### src/rtl/seg_pipe_adder.sv
// seg_pipe_adder: pipelined carry-segmented adder/subtractor. One SEG_W-bit
// segment is resolved per stage, and the segment carry is registered between stages.
module seg_pipe_adder #(
  parameter int WIDTH = 24,
  parameter int SEG_W = 6
) (
  input  logic             clk,
  input  logic             rst_n,
  input  logic             in_valid,
  output logic             in_ready,
  input  logic [WIDTH-1:0] a,
  input  logic [WIDTH-1:0] b,
  input  logic             cin,
  input  logic             sub,
  output logic             out_valid,
  input  logic             out_ready,
  output logic [WIDTH-1:0] sum,
  output logic             cout,
  output logic             ovf
);

  localparam int STAGES = WIDTH / SEG_W;

  if (SEG_W < 1 || (WIDTH % SEG_W) != 0) begin : g_bad_cfg
    $fatal(1, "seg_pipe_adder: WIDTH must be a positive multiple of SEG_W");
  end

  logic             w_en;
  logic [WIDTH-1:0] w_b_eff;
  logic             w_cin_eff;

  // Subtraction is a + ~b + ~cin, so the pipeline itself only ever adds.
  assign w_b_eff   = b ^ {WIDTH{sub}};
  assign w_cin_eff = cin ^ sub;

  // Global stall: the whole pipe freezes only when a result is waiting and is not taken.
  assign w_en     = !out_valid || out_ready;
  assign in_ready = w_en;

  for (genvar k = 0; k < STAGES; k++) begin : g_stage
    localparam int IN_W = WIDTH - k * SEG_W;
    localparam int LO   = k * SEG_W;

    logic              w_v_in;
    logic [IN_W-1:0]   w_a_in;
    logic [IN_W-1:0]   w_b_in;
    logic              w_c_in;
    logic [WIDTH-1:0]  w_s_in;
    logic [WIDTH-1:0]  w_s_next;
    logic [SEG_W:0]    w_seg;

    logic              r_v;
    logic              r_c;
    logic [WIDTH-1:0]  r_s;

    if (k == 0) begin : g_head
      assign w_v_in = in_valid;
      assign w_a_in = a;
      assign w_b_in = w_b_eff;
      assign w_c_in = w_cin_eff;
      assign w_s_in = '0;
    end else begin : g_body
      assign w_v_in = g_stage[k-1].r_v;
      assign w_a_in = g_stage[k-1].g_skew.r_a;
      assign w_b_in = g_stage[k-1].g_skew.r_b;
      assign w_c_in = g_stage[k-1].r_c;
      assign w_s_in = g_stage[k-1].r_s;
    end

    // The low SEG_W bits of the forwarded operands always hold this stage's segment.
    assign w_seg = {1'b0, w_a_in[SEG_W-1:0]} + {1'b0, w_b_in[SEG_W-1:0]}
                 + {{SEG_W{1'b0}}, w_c_in};

    // NOTE: default first, then override, so every path assigns w_s_next and no latch appears.
    always_comb begin
      w_s_next                = w_s_in;
      w_s_next[LO +: SEG_W]   = w_seg[SEG_W-1:0];
    end

    // NOTE: sequential state uses non-blocking assignments so all stages sample old values together.
    // NOTE: every data register is reset, because the outputs must read zero during reset.
    // Data registers load only for valid slots, so bubbles leave the held result intact.
    always_ff @(posedge clk or negedge rst_n) begin
      if (!rst_n) begin
        r_v <= 1'b0;
        r_c <= 1'b0;
        r_s <= '0;
      end else if (w_en) begin
        r_v <= w_v_in;
        if (w_v_in) begin
          r_c <= w_seg[SEG_W];
          r_s <= w_s_next;
        end
      end
    end

    if (IN_W > SEG_W) begin : g_skew
      logic [IN_W-SEG_W-1:0] r_a;
      logic [IN_W-SEG_W-1:0] r_b;

      always_ff @(posedge clk or negedge rst_n) begin
        if (!rst_n) begin
          r_a <= '0;
          r_b <= '0;
        end else if (w_en && w_v_in) begin
          r_a <= w_a_in[IN_W-1:SEG_W];
          r_b <= w_b_in[IN_W-1:SEG_W];
        end
      end
    end

    if (k == STAGES - 1) begin : g_last
      logic w_c_msb;
      logic r_ovf;

      // Recover the carry into the MSB from that bit's own sum: c = a ^ b ^ s.
      assign w_c_msb = w_a_in[SEG_W-1] ^ w_b_in[SEG_W-1] ^ w_seg[SEG_W-1];

      always_ff @(posedge clk or negedge rst_n) begin
        if (!rst_n) begin
          r_ovf <= 1'b0;
        end else if (w_en && w_v_in) begin
          r_ovf <= w_c_msb ^ w_seg[SEG_W];
        end
      end
    end
  end

  assign out_valid = g_stage[STAGES-1].r_v;
  assign sum       = g_stage[STAGES-1].r_s;
  assign cout      = g_stage[STAGES-1].r_c;
  assign ovf       = g_stage[STAGES-1].g_last.r_ovf;

endmodule

### config.mk
export PLATFORM = sky130hd
export DESIGN_NAME = seg_pipe_adder
export DESIGN_NICKNAME = d
export VERILOG_FILES = /design/src/rtl/seg_pipe_adder.sv
export SDC_FILE = /design/constraint.sdc
export NUM_CORES = 1
export LEC_CHECK = 0
export CAP_MARGIN = 20
export CORE_UTILIZATION = 55
export CTS_BUF_LIST = sky130_fd_sc_hd__clkbuf_4 sky130_fd_sc_hd__clkbuf_8
export CTS_CLUSTER_SIZE = 10
export DETAILED_ROUTE_END_ITERATION = 8
export PLACE_DENSITY = 0.87
export SLEW_MARGIN = 20
export SYNTH_ARGS = -nofsm -noshare
export SYNTH_HDL_FRONTEND = slang
export SYNTH_SLANG_ARGS = --single-unit
### constraint.sdc
create_clock -name clk -period 5.59 [get_ports clk]
set_clock_uncertainty 0.1 [all_clocks]
set_input_delay 0.8385 -clock clk [delete_from_list [all_inputs] [get_ports clk]]
set_output_delay 0.8385 -clock clk [all_outputs]
set_load 0.02 [all_outputs]
Word-level counts from Yosys, hierarchy flattened --
Cells that the tools add are included.
Storage, ports and cells: register bits after elaboration 141, latch bits 0, memory bits (writable) 0, ROM bits 0, input port bits 54, output and inout bits 28, logic and storage cells 42, memories 0
Cells by class: add/sub/neg operators 8, multipliers 0, divide/modulo/power cells 0, $lt $le $gt $ge 0, equality and inequality tests 0, shift operators 0, muxes and demuxes 0, bitwise logic cells 5, reductions and logical operators 10
Operators by type and width (number):
- adder 6 x 6 -> 7 bit | 4
- adder 7 x 1 -> 7 bit | 4
- bitwise XOR 24 bit | 1
- AND reduction 2 bit | 4
- logical AND 1 bit | 4
- bitwise XOR 1 bit | 4
- logical NOT 1 bit | 1
- logical OR 1 bit | 1

Longest topological paths before layout --
Gate-level depths: netlist of run 1.
depth after elaboration 4, depth in mapped cells 11, mapped depth without buffers 9

Worst setup path after synthesis of run 1 --
Ideal clock, no wire load.
path kind input to register, start point in sub, end point reg g_stage[0].r_s[4], setup time 0.128 ns, arrival time 2.507 ns, required time 5.362 ns, setup slack 2.855 ns, stages on the path 11, buffers on the path 2, cell sequence buf_2 buf_4 xor2_1 fa_1 inv_1 fa_1 nor2b_1 o21ai_0 nand2b_1 xnor2_1 o21ai_0
On the way: cells in the longest elaborated chain, start to end 3, elaborated cells on any way between the ends 4, those cells by class add/sub: 2; bitwise: 2
RTL lines:
- start, declared | line 14 | input logic sub,
- bitwise XOR 24 bit | line 33 | assign w_b_eff = b ^ {WIDTH{sub}};
- adder 6 x 6 -> 7 bit | line 71 | assign w_seg = {1'b0, w_a_in[SEG_W-1:0]} + {1'b0, w_b_in[SEG_W-1:0]}
- adder 7 x 1 -> 7 bit * | line 72 | + {{SEG_W{1'b0}}, w_c_in};
- end signal, assigned | line 92 | r_s <= w_s_next;
- end, declared | line 54 | logic [WIDTH-1:0] r_s;
Mark *: on every way between the ends. The rest lies on a longest branch, timed or not. A chain may end at the register's enable or synchronous reset.

Worst setup path in the final report of run 1 --
start point in out_ready, end point out in_ready
On the way: cells in the longest elaborated chain, start to end 1
RTL lines:
- start, declared | line 16 | input logic out_ready,
- logical OR 1 bit | line 37 | assign w_en = !out_valid || out_ready;
- end, declared | line 10 | output logic in_ready,
No other way between the ends.

==> results.md, run 1 <==
* Ant. Diodes at 0
* Die width at 111 µm
* Starting DRT DRC Count at approximately 140
* Final core utilization at between 60 and 70%
* Clock sink count at ~140
* Global-route usage over all layers at 21.8%
* Remaining DRCs at 0
* CTS Buf Count at 17
* RSZ-0062 raised after global routing: no
* Final period utilization at a little under three fifths
* ANT nets after route at 0
* Layout cell share with drive strength beyond 1 at 24.0%
* Total gr overflow at 0
* Setup TNS at 0 ns
* Final-report setup violation count at 0
* Vias in the first global route at 4206
* Mapped Cells at 479
* Clk slew on worst S/H paths at roughly 0.070 ns
* Status: completed
* Post-synthesis cell area at 0.00648 mm²
* CTS Buffer Depth at 2
* Max cap viols at 0
* Hold Path Class: input port to async pin
* Worst-Margin Slew at around 0.85 ns
* Top_reg_cell synth: dfrtp_1
* Max Fanout on Critical Path at 12
* Top-area cell type share of the netlist area at 54.4%
* Yosys top cell by area: dfrtp_1
* H-tree depth at 4
* Routed len/inst at between 15 and 20 µm
* Cts hold-fix bufs at 0
* Synth cell types at 31
* Sequential area share after synthesis at 54.4%
* Endpoints failing hold at 0
* Startpoint types: input port
* Drt pass-1 iters at 4
* Leakage at 0.00365 µW
* CTS tree: built
* Vias per cell at 5.30
* Async SR Flop Fraction at 100%
* Fin. max-slew vios at 0
* PortBufs at about 80
* Slew margin rel. at a little over two fifths
* Num rows at 39
* Routability cong. at around 0.83
* CP endpoint kind: output port
* Skew-Pair Late Insertion Delay at 0.44 ns
* Full die area at 0.0122 mm²
* Resized Gates After CTS at 0
* Die height at 111 µm
* Net count after synthesis at 561
* Slowest-stage cell, CP: clkdlybuf4s50_1
* Antenna violations before repair at 0
* Layout net count at 643
* #FFs+latches synth at 141
* Cell mode on critical path: clkdlybuf4s50_1
* Boundary Pins at 82
* Number of synthesized flops with an enable pin at 0
* Maximum operating frequency at 316 MHz
* Sequence of cells on the critical path: clkdlybuf4s50_1 -> nand2b_4 -> clkdlybuf4s50_1
* Core Footprint at 0.0115 mm²
* Synth area leaders: dfrtp_1, mux2_4, mux2_2
* Kind of critical path: input port to output port
* Starting Density at ~57%
* Pin count of the biggest net entering global routing at 86
* VDD IR max at between 300 and 400 µV
* Routed WL at about 12000 µm
* Setup Buffers After CTS at 0
* Fin crit period at 3.16 ns
* Max incr delay on CP at 0.65 ns
* Syn_area_per_cell at 13.5 µm²
* Post-DP HPWL at between 8000 and 9000 µm
* Required time of the worst setup path at 4.65 ns
* YS warnings at 0
* Routed via count at 3798
* Arr. time, crit path at 2.22 ns
* CTS root buf: clkbuf_8
* Area grow syn2layout at 20.3%
* Power per Cell Area at approximately 590 mW/mm²
* First-pass GRT wire length at 20800 µm
==> cell type report <==
type / count / area (µm²)
Tap cell: 143 / 179
Timing Repair Buffer: 84 / 835
Sequential cell: 141 / 3530
Inverter: 16 / 60.1
Clock buffer: 22 / 297
Fill cell: 753 / 3660
Clock inverter: 10 / 160
Multi-Input combinational cell: 301 / 2750
==> state kept, by name (all words and copies together) (netlist names) <==
| register | flops |
|---|---|
| g_stage.r_s | 36 |
| sum | 24 |
| out_valid | 1 |
| ovf | 1 |
| cout | 1 |
| g_stage.r_c | 3 |
| g_stage.g_skew.r_b | 36 |
| g_stage.r_v | 3 |
| g_stage.g_skew.r_a | 36 |
==> through the flow <==
step                      instances  setup WS [ns]  area (µm²)  hold slack, ns  power [µW]
after global placement          685           2.22        7350           0.361        3550
after floorplan                 479           2.86        6480           0.346        3130
after global routing            717           2.39        7800           0.371        4870
final                           717           2.43        7800           0.330        4580
after detailed placement        685           2.04        7350           0.372        3680
after CTS                       717           2.42        7800           0.364        4610
==> per-layer routing <==
layer  routed length, µm  part of all wire [%]  up-vias  track usage (%)
li1                    -                     -     1801                -
met1                5290                    43     1903             26.9
met2                6300                    52       76             36.7
met3                 393                   3.2       18             5.10
met4                 190                   1.6        0             9.42
met5                   0                     0        -                0
==> synth_stat cells, types with 2 or more instances <==
library cell,instances
a21o_1,8
a21oi_1,12
a31o_1,3
buf_2,9
buf_4,5
buf_6,6
dfrtp_1,141
fa_1,8
ha_1,20
inv_1,16
mux2_2,49
mux2_4,46
mux2i_1,3
nand2_1,42
nand2_4,2
nand2b_1,3
nand3_1,4
nor2b_1,3
o21ai_0,45
o21ai_1,3
xnor2_1,20
xor2_1,22
==> worst max-delay path: cells and delay by family <==
family / cells / cell delay (ns)
buf+inv: 2 / 1.11
simple gates: 1 / 0.26
==> path summary, 6_finish.rpt <==
check / startpoint / endpoint / slack (ns) / cells after the start
setup / recovery: out_ready / in_ready / 2.43 / 3
hold / removal: rst_n / sum[16]$_DFFE_PN0P_ / 0.33 / 1
setup reg to reg: out_valid$_DFFE_PN0N_ / g_stage[0].g_skew.r_a[7]$_DFFE_PN0P_ / 3.36 / 4
hold reg to reg: g_stage[0].r_s[3]$_DFFE_PN0P_ / g_stage[0].r_s[3]$_DFFE_PN0P_ / 0.38 / 2
max in group asynchronous: rst_n / g_stage[0].r_s[3]$_DFFE_PN0P_ / 3.85 / 2
min in group clk: g_stage[0].r_s[3]$_DFFE_PN0P_ / g_stage[0].r_s[3]$_DFFE_PN0P_ / 0.38 / 2
==> placed cells by master (no fill, tap or decap), drive strengths merged <==
cell           Yosys  layout
mux2i              3       3
xor2              22      22
clkdlybuf4s50      0      80
a31o               3       3
fa                 8       8
nand2b             4       4
clkinvlp           0       1
a21oi             13      13
o21bai             1       1
nor2               1       1
a211oi             1       1
a211o              1       1
inv               16      16
xnor2             20      20
buf               20       4
a21o               8       8
nand3              4       4
o21ai             48      48
mux2              95      95
nand2             45      45
dfrtp            141     141
clkinv             0       5
ha                20      20
nor2b              3       3
bufinv             0       4
and3               1       1
clkbuf             1      22
==> logic make-up after synthesis <==
group,Yosys count,share of synthesized area (%)
AOI/OAI and AO/OA,75,6.46
xor gates and xnor gates,42,5.67
adders and majority gates,28,6.33
buffers and inverters,37,3.30
DFF,141,54.4
muxes,98,19.6
and+or+nand+nor,58,4.21
==> where the power goes <==
group          leakage, µW  switching [µW]  internal, µW
sequential         0.00171             292          1480
combinational      0.00171             856          1040
clock             0.000232             374           538
Power figures use the tool's default switching activity.
==> run 2: changes to the inputs <==
--- a/config.mk
+++ b/config.mk
@@ -6,7 +6,7 @@
 export NUM_CORES = 1
 export LEC_CHECK = 0
 export CAP_MARGIN = 20
-export CORE_UTILIZATION = 55
+export CORE_UTILIZATION = 52
 export CTS_BUF_LIST = sky130_fd_sc_hd__clkbuf_4 sky130_fd_sc_hd__clkbuf_8
 export CTS_CLUSTER_SIZE = 10
 export DETAILED_ROUTE_END_ITERATION = 8
==> constraint.sdc (replaced) <==
create_clock -name clk -period 2.73 [get_ports clk]
set_clock_uncertainty 0.1 [all_clocks]
set_input_delay 0.4095 -clock clk [delete_from_list [all_inputs] [get_ports clk]]
set_output_delay 0.4095 -clock clk [all_outputs]
set_load 0.02 [all_outputs]
==> run 2 against run 1 <==
Via count up 1.4%; non-clock buffer count is 7 higher; global-route usage rose by 0.38 points; cell area up 0.93%; die area is 5.7% higher; sequential cell count is the same; power grew 100%; sequential power is 110% higher; worst hold slack better by 0.057 ns; sequential share of layout area decreased by 0.42 points; critical endpoint is now g_stage[0].r_s[5]$_DFFE_PN0P_; largest cell class unchanged; largest power group unchanged.
==> results.md, run 2 (synthesized netlist as in run 1, its figures left out) <==
* Boundary Pins at 82
* CTS Buffer Depth at 2
* Top layer in use: met4
* Final cell count without fillers at 748
* Commonest non-fill, non-tap cell in the layout: dfrtp_1
* Most frequent cells in the layout: dfrtp_1, clkdlybuf4s50_1, mux2_2
* Hold Path Class: flip-flop to flip-flop
* Drt pass-1 iters at 4
* Vias per cell at between 5 and 6
* CTS Buf Count at 17
* Resized Gates After CTS at 0
* Endpoints failing hold at 0
* Die height at 114 µm
* Kind of critical path: input port to flip-flop
* Antenna violations before repair at 0
* Clk slew on worst S/H paths at 0.07 ns
* Starting DRT DRC Count at 149
* Routed len/inst at 17.1 µm
* Clock sink count at 141
* Die width at 114 µm
* Final-report setup violation count at 0
* # fillers at between 800 and 900
* Routed WL at 12800 µm
* Met2 routed WL at 6440 µm
* Full die area at 0.0129 mm²
* CP endpoint kind: flip-flop
* First-pass GRT wire length at around 22000 µm
* Top Registers: g_stage.g_skew.r_a (36), g_stage.g_skew.r_b (36), g_stage.r_s (36)
* Area grow syn2layout at 21.5%
* Max cap viols at 0
* Required time of the worst setup path at 2.93 ns
* Total Power at 9310 µW
* Power per Cell Area at 1180 mW/mm²
* Worst-Margin Slew at approximately 0.72 ns
* Max Fanout on Critical Path at 4
* Post-DP HPWL at 8630 µm
* Maximum operating frequency at ~420 MHz
* Leakage at 0.00368 µW
* Pin count of the biggest net entering global routing at 61
* Setup Buffers After CTS at 0
* Global-route usage over all layers at 22.2%
* Vias in the first global route at 4317
* Remaining DRCs at 0
* Num rows at 40
* CTS root buf: clkbuf_8
* Slew margin rel. at 51.7%
* ANT nets after route at 0
* PortBufs at 81
* Starting Density at 53.8%
* Final period utilization at around 87%
* Arr. time, crit path at about 2.6 ns
* Startpoint types: input port
* Ant. Diodes at 0
* Routed wl met3 at roughly 420 µm
* Routability cong. at approximately 0.83
* VDD IR max at 467 µV
* Routed via count at 3852
* Total gr overflow at 0
* RSZ-0062 raised after global routing: no
* Fin crit period at ~2.4 ns
* Layout net count at 650
* Layout cell share with drive strength beyond 1 at 24.7%
* CTS tree: built
* H-tree depth at 4
* Cts hold-fix bufs at 1
* Met1 wire length at 5680 µm
* Skew-Pair Late Insertion Delay at 0.43 ns
* Placed cells at 716
* Fin. max-slew vios at 0
* Status: completed
* Core Footprint at around 0.012 mm²
[run 2: cell count changes in the layout (fill, tap and decap cells not counted)]
cell | before | now
clkinvlp_4 | 1 | 0
dlygate4sd3_1 | 0 | 1
clkinv_4 | 2 | 0
bufinv_16 | 4 | 2
clkinv_2 | 3 | 4
buf_4 | 3 | 7
buf_12 | 0 | 2
clkbuf_8 | 21 | 24
[run 2: layout make-up]
| type | count | area, µm² | share of cell area [%] |
|---|---|---|---|
| flip-flops and latches | 141 | 3530 | 44.8 |
| well taps | 168 | 210 | 2.67 |
| multi-input cells | 301 | 2750 | 34.9 |
| inverters | 16 | 60.1 | 0.763 |
| repair buffers | 91 | 915 | 11.6 |
| clock buffers | 25 | 338 | 4.29 |
| clock inverters | 6 | 80.1 | 1.02 |
[run 2: through the flow]
stage          setup TNS [ns]  hold WS [ns]  util [%]  instance area (µm²)  setup slack [ns]
3_5_place_dp          -0.0596         0.305      61.8                 7450           -0.0447
2_1_floorplan               0        0.0139         -                 6480             0.424
6_report                    0         0.387      65.3                 7880             0.361
3_3_place_gp                0         0.298      61.8                 7450             0.116
5_1_grt                     0         0.415      65.3                 7880             0.291
4_1_cts                     0         0.392      65.3                 7880             0.415
[run 2: critical path: stages]
cell and delay, ns:
clkdlybuf4s50_1 0.58, buf_4 0.19, xor2_1 0.22, ha_1 0.29, a21o_1 0.21, a31o_1 0.21
a21oi_1 0.17, xor2_1 0.18, o21ai_0 0.10
[run 2: report_power, final]
part	switching (µW)	internal (µW)	leakage [µW]
Clock	749	984	0.000221
Combinational	1770	2170	0.00175
Sequential	609	3030	0.00171
[run 2: routing by layer]
layer,up-vias,global-route usage (%)
met2,92,36.5
met3,21,5.58
met5,-,0
met4,0,9.21
li1,1808,-
met1,1931,28.2
[run 2: worst paths after layout]
kind / depth (start not counted) / slack (ns) / start / endpoint
max: 9 / 0.36 / sub / g_stage[0].r_s[5]$_DFFE_PN0P_
min: 2 / 0.39 / ovf$_DFFE_PN0P_ / ovf$_DFFE_PN0P_
max reg2reg: 7 / 0.55 / g_stage[2].r_c$_DFFE_PN0P_ / cout$_DFFE_PN0P_
min reg2reg: 2 / 0.39 / ovf$_DFFE_PN0P_ / ovf$_DFFE_PN0P_
max in group asynchronous: 3 / 1.34 / rst_n / g_stage[1].g_skew.r_a[6]$_DFFE_PN0P_
min in group asynchronous: 2 / 0.40 / rst_n / g_stage[2].r_s[17]$_DFFE_PN0P_
==> RTL edit (settings of run 1) <==
Make the reset (`rst_n`) synchronous in 3 clocked blocks.
--- a/src/rtl/seg_pipe_adder.sv
+++ b/src/rtl/seg_pipe_adder.sv
@@ -80,7 +80,7 @@
     // NOTE: sequential state uses non-blocking assignments so all stages sample old values together.
     // NOTE: every data register is reset, because the outputs must read zero during reset.
     // Data registers load only for valid slots, so bubbles leave the held result intact.
-    always_ff @(posedge clk or negedge rst_n) begin
+    always_ff @(posedge clk) begin
       if (!rst_n) begin
         r_v <= 1'b0;
         r_c <= 1'b0;
@@ -98,7 +98,7 @@
       logic [IN_W-SEG_W-1:0] r_a;
       logic [IN_W-SEG_W-1:0] r_b;
 
-      always_ff @(posedge clk or negedge rst_n) begin
+      always_ff @(posedge clk) begin
         if (!rst_n) begin
           r_a <= '0;
           r_b <= '0;
@@ -116,7 +116,7 @@
       // Recover the carry into the MSB from that bit's own sum: c = a ^ b ^ s.
       assign w_c_msb = w_a_in[SEG_W-1] ^ w_b_in[SEG_W-1] ^ w_seg[SEG_W-1];
 
-      always_ff @(posedge clk or negedge rst_n) begin
+      always_ff @(posedge clk) begin
         if (!rst_n) begin
           r_ovf <= 1'b0;
         end else if (w_en && w_v_in) begin
Check against the original RTL: differs if rst_n is asserted again (counterexample within 10 cycles, from zero or initial values and one cycle with rst_n low); with rst_n held inactive, the same outputs for 10 cycles.
==> RTL edit against run 1 <==
Worst setup slack got worse by 490 ps. Routed wire length down 0.47%. Synthesized area fell by 8.0%. Sequential cell count unchanged. Count of clock-buffer cells in the layout down 3. Critical endpoint is now g_stage[0].r_c$_SDFFE_PN0P_. Register-to-register slack lost 450 ps. Cell count up 28%. Fmax down 13%. Utilization up 0.70 points. Final area fell by 8.2%. Sequential share of layout area down 5.8 points.
Power is not compared: it rests on default switching activity, and its combinational part moved more than twofold at a synthesized area within 25%.
==> RTL edit: results (changes against run 1) <==
----------------------------------------------------
[Placement]
  Placement Cell Area ... 6760 um2 (-8.0%)
  DP Worst Slack ... 1470 ps (-569 ps)
  Final weighted congestion in routability-driven placement ... 0.816 (-2.0%)
  Post-detailed-placement half-perimeter wirelength ... 8.41 mm (+1.2%)

[Synthesis]
  Commonest register cell after synthesis ... dfxtp_1
  YS warnings ... 0 (unchanged)
  Top post-synthesis cells by area ... dfxtp_1 (47%), nand2_1 (13%), a21oi_1 (9.0%)
  Synth cell count leaders ... nand2_1 (210), dfxtp_1 (141), a21oi_1 (107)
  Seq/Total Area, Yosys ... 0.473 (-0.0707)
  Synth async-reset ratio ... 0 (-1.00)
  Post-Synthesis Net Count ... 800 (+43%)
  Number of different library cells in the post-synthesis netlist ... 39 (+26%)

[CTS]
  Insertion delay of the later-clocked pin in the worst-skew pair ... 440 ps (about the same)
  Post-cts repair resize count ... 0 (unchanged)

[Outcome]
  Outcome ... finished clean

[Global routing]
  Vias in the first global route ... 4685 (+11%)
  Wire length of the first global-routing pass ... 20.9 mm (about the same)
  Overall track demand over capacity in global routing ... 0.229 (+0.0112)
  Pin count of the biggest net entering global routing ... 100 (+16%)

[STA]
  Relative slew slack ... 0.298 (-0.133)
  Post-route worst setup slack ... 1940 ps (-488 ps)
  Worst hold-check slack ... 353 ps (+22.7 ps)

[Finish]
  Fill cell total of the finished layout ... 783 (+4.0%)
  Antenna diode count ... 0 (unchanged)
  Share of layout cells above drive strength 1 ... 0.0536 (-0.187)
  Number of nets in the final layout ... 853 (+33%)

[Routing]
  Initial drt markers ... 275 (+94%)
  Per-cell via count in the routed design ... 5.38 (+1.6%)
  Detailed-routing iteration count for the pre-antenna-repair pass ... 5 (+1)
  Average detailed-routed wire length per instance ... 13.2 um (-22%)

[Worst setup path]
  Slowest cell delay on critical path ... 750 ps (+100 ps)
  Worst Path Max Fanout ... 17 (+5)
  Crit path arrival time ... 3830 ps (+1610 ps)

[Min path]
  Hold crit path type ... reg2reg

[Power and ir drop]
  Peak ir drop on the vdd network ... approximately 150 uV

----------------------------------------------------
-- RTL edit: cell types whose count changed after synthesis, moves of 32 or more --
cell,delta
nand2_1,+168
dfrtp_1,-141
dfxtp_1,+141
a21oi_1,+95
mux2_2,-49
mux2_4,-46
o21ai_0,-34
nor2_1,+32
-- RTL edit: routing by layer --
layer | global-route usage | vias up | wire length (um)
met5 | 0 | - | 0
met4 | 0.0962 | 0 | 211
met3 | 0.0478 | 25 | 656
met2 | 0.377 | 148 | 5740
met1 | 0.292 | 2258 | 5500
li1 | - | 2521 | -
-- RTL edit: metrics by stage --
stage                     utilization  cells  total power, W
after floorplan                     -    718         0.00123
after global placement          0.649    888         0.00129
after detailed placement        0.649    888         0.00130
after CTS                       0.687    920         0.00210
after global routing            0.688    920         0.00217
final                           0.688    920         0.00209
-- RTL edit: where the power goes --
group | total (W) | internal, W | switching [W]
logic | 0.000215 | 0.0000979 | 0.000117
clock network | 0.000808 | 0.000421 | 0.000387
registers | 0.00107 | 0.00104 | 0.0000233
total | 0.00209 | 0.00156 | 0.000527
-- RTL edit: critical path, delay by kind of cell --
family / cells / cell delay, ps
AND/OR/NAND/NOR: 1 / 100
adder cells (fa/ha/maj): 2 / 870
buffers and inverters: 2 / 1110
XOR/XNOR: 1 / 140
AO/OA/AOI/OAI: 3 / 780
-- RTL edit: worst paths after layout --
path / start / end / depth (start not counted)
setup / recovery: sub / g_stage[0].r_c$_SDFFE_PN0P_ / 9
hold / removal: g_stage[2].r_s[11]$_SDFFE_PN0P_ / sum[11]$_SDFFE_PN0P_ / 2
setup reg to reg: g_stage[2].r_c$_SDFFE_PN0P_ / ovf$_SDFFE_PN0P_ / 6
hold reg to reg: g_stage[2].r_s[11]$_SDFFE_PN0P_ / sum[11]$_SDFFE_PN0P_ / 2
-- RTL edit: cells by family (layout without fill, tap and decap cells) --
family          after synthesis  in the layout  share of synthesized area
simple gates                285            285                      0.196
compound gates              169            169                      0.169
flops                       141            141                      0.473
buf+inv                      61            127                     0.0424
xor+xnor                     34             34                     0.0499
fa+ha+maj                    28             28                     0.0688
-- RTL edit: final cells by class --
type / instances / area [um2] / share of cell area
repair buffers: 84 / 833 / 0.116
clock inverters: 13 / 139 / 0.0194
inverters: 11 / 42.5 / 0.00594
multi-input cells: 516 / 2890 / 0.404
well taps: 136 / 170 / 0.0238
flip-flops and latches: 141 / 2820 / 0.394
clock buffers: 19 / 262 / 0.0365
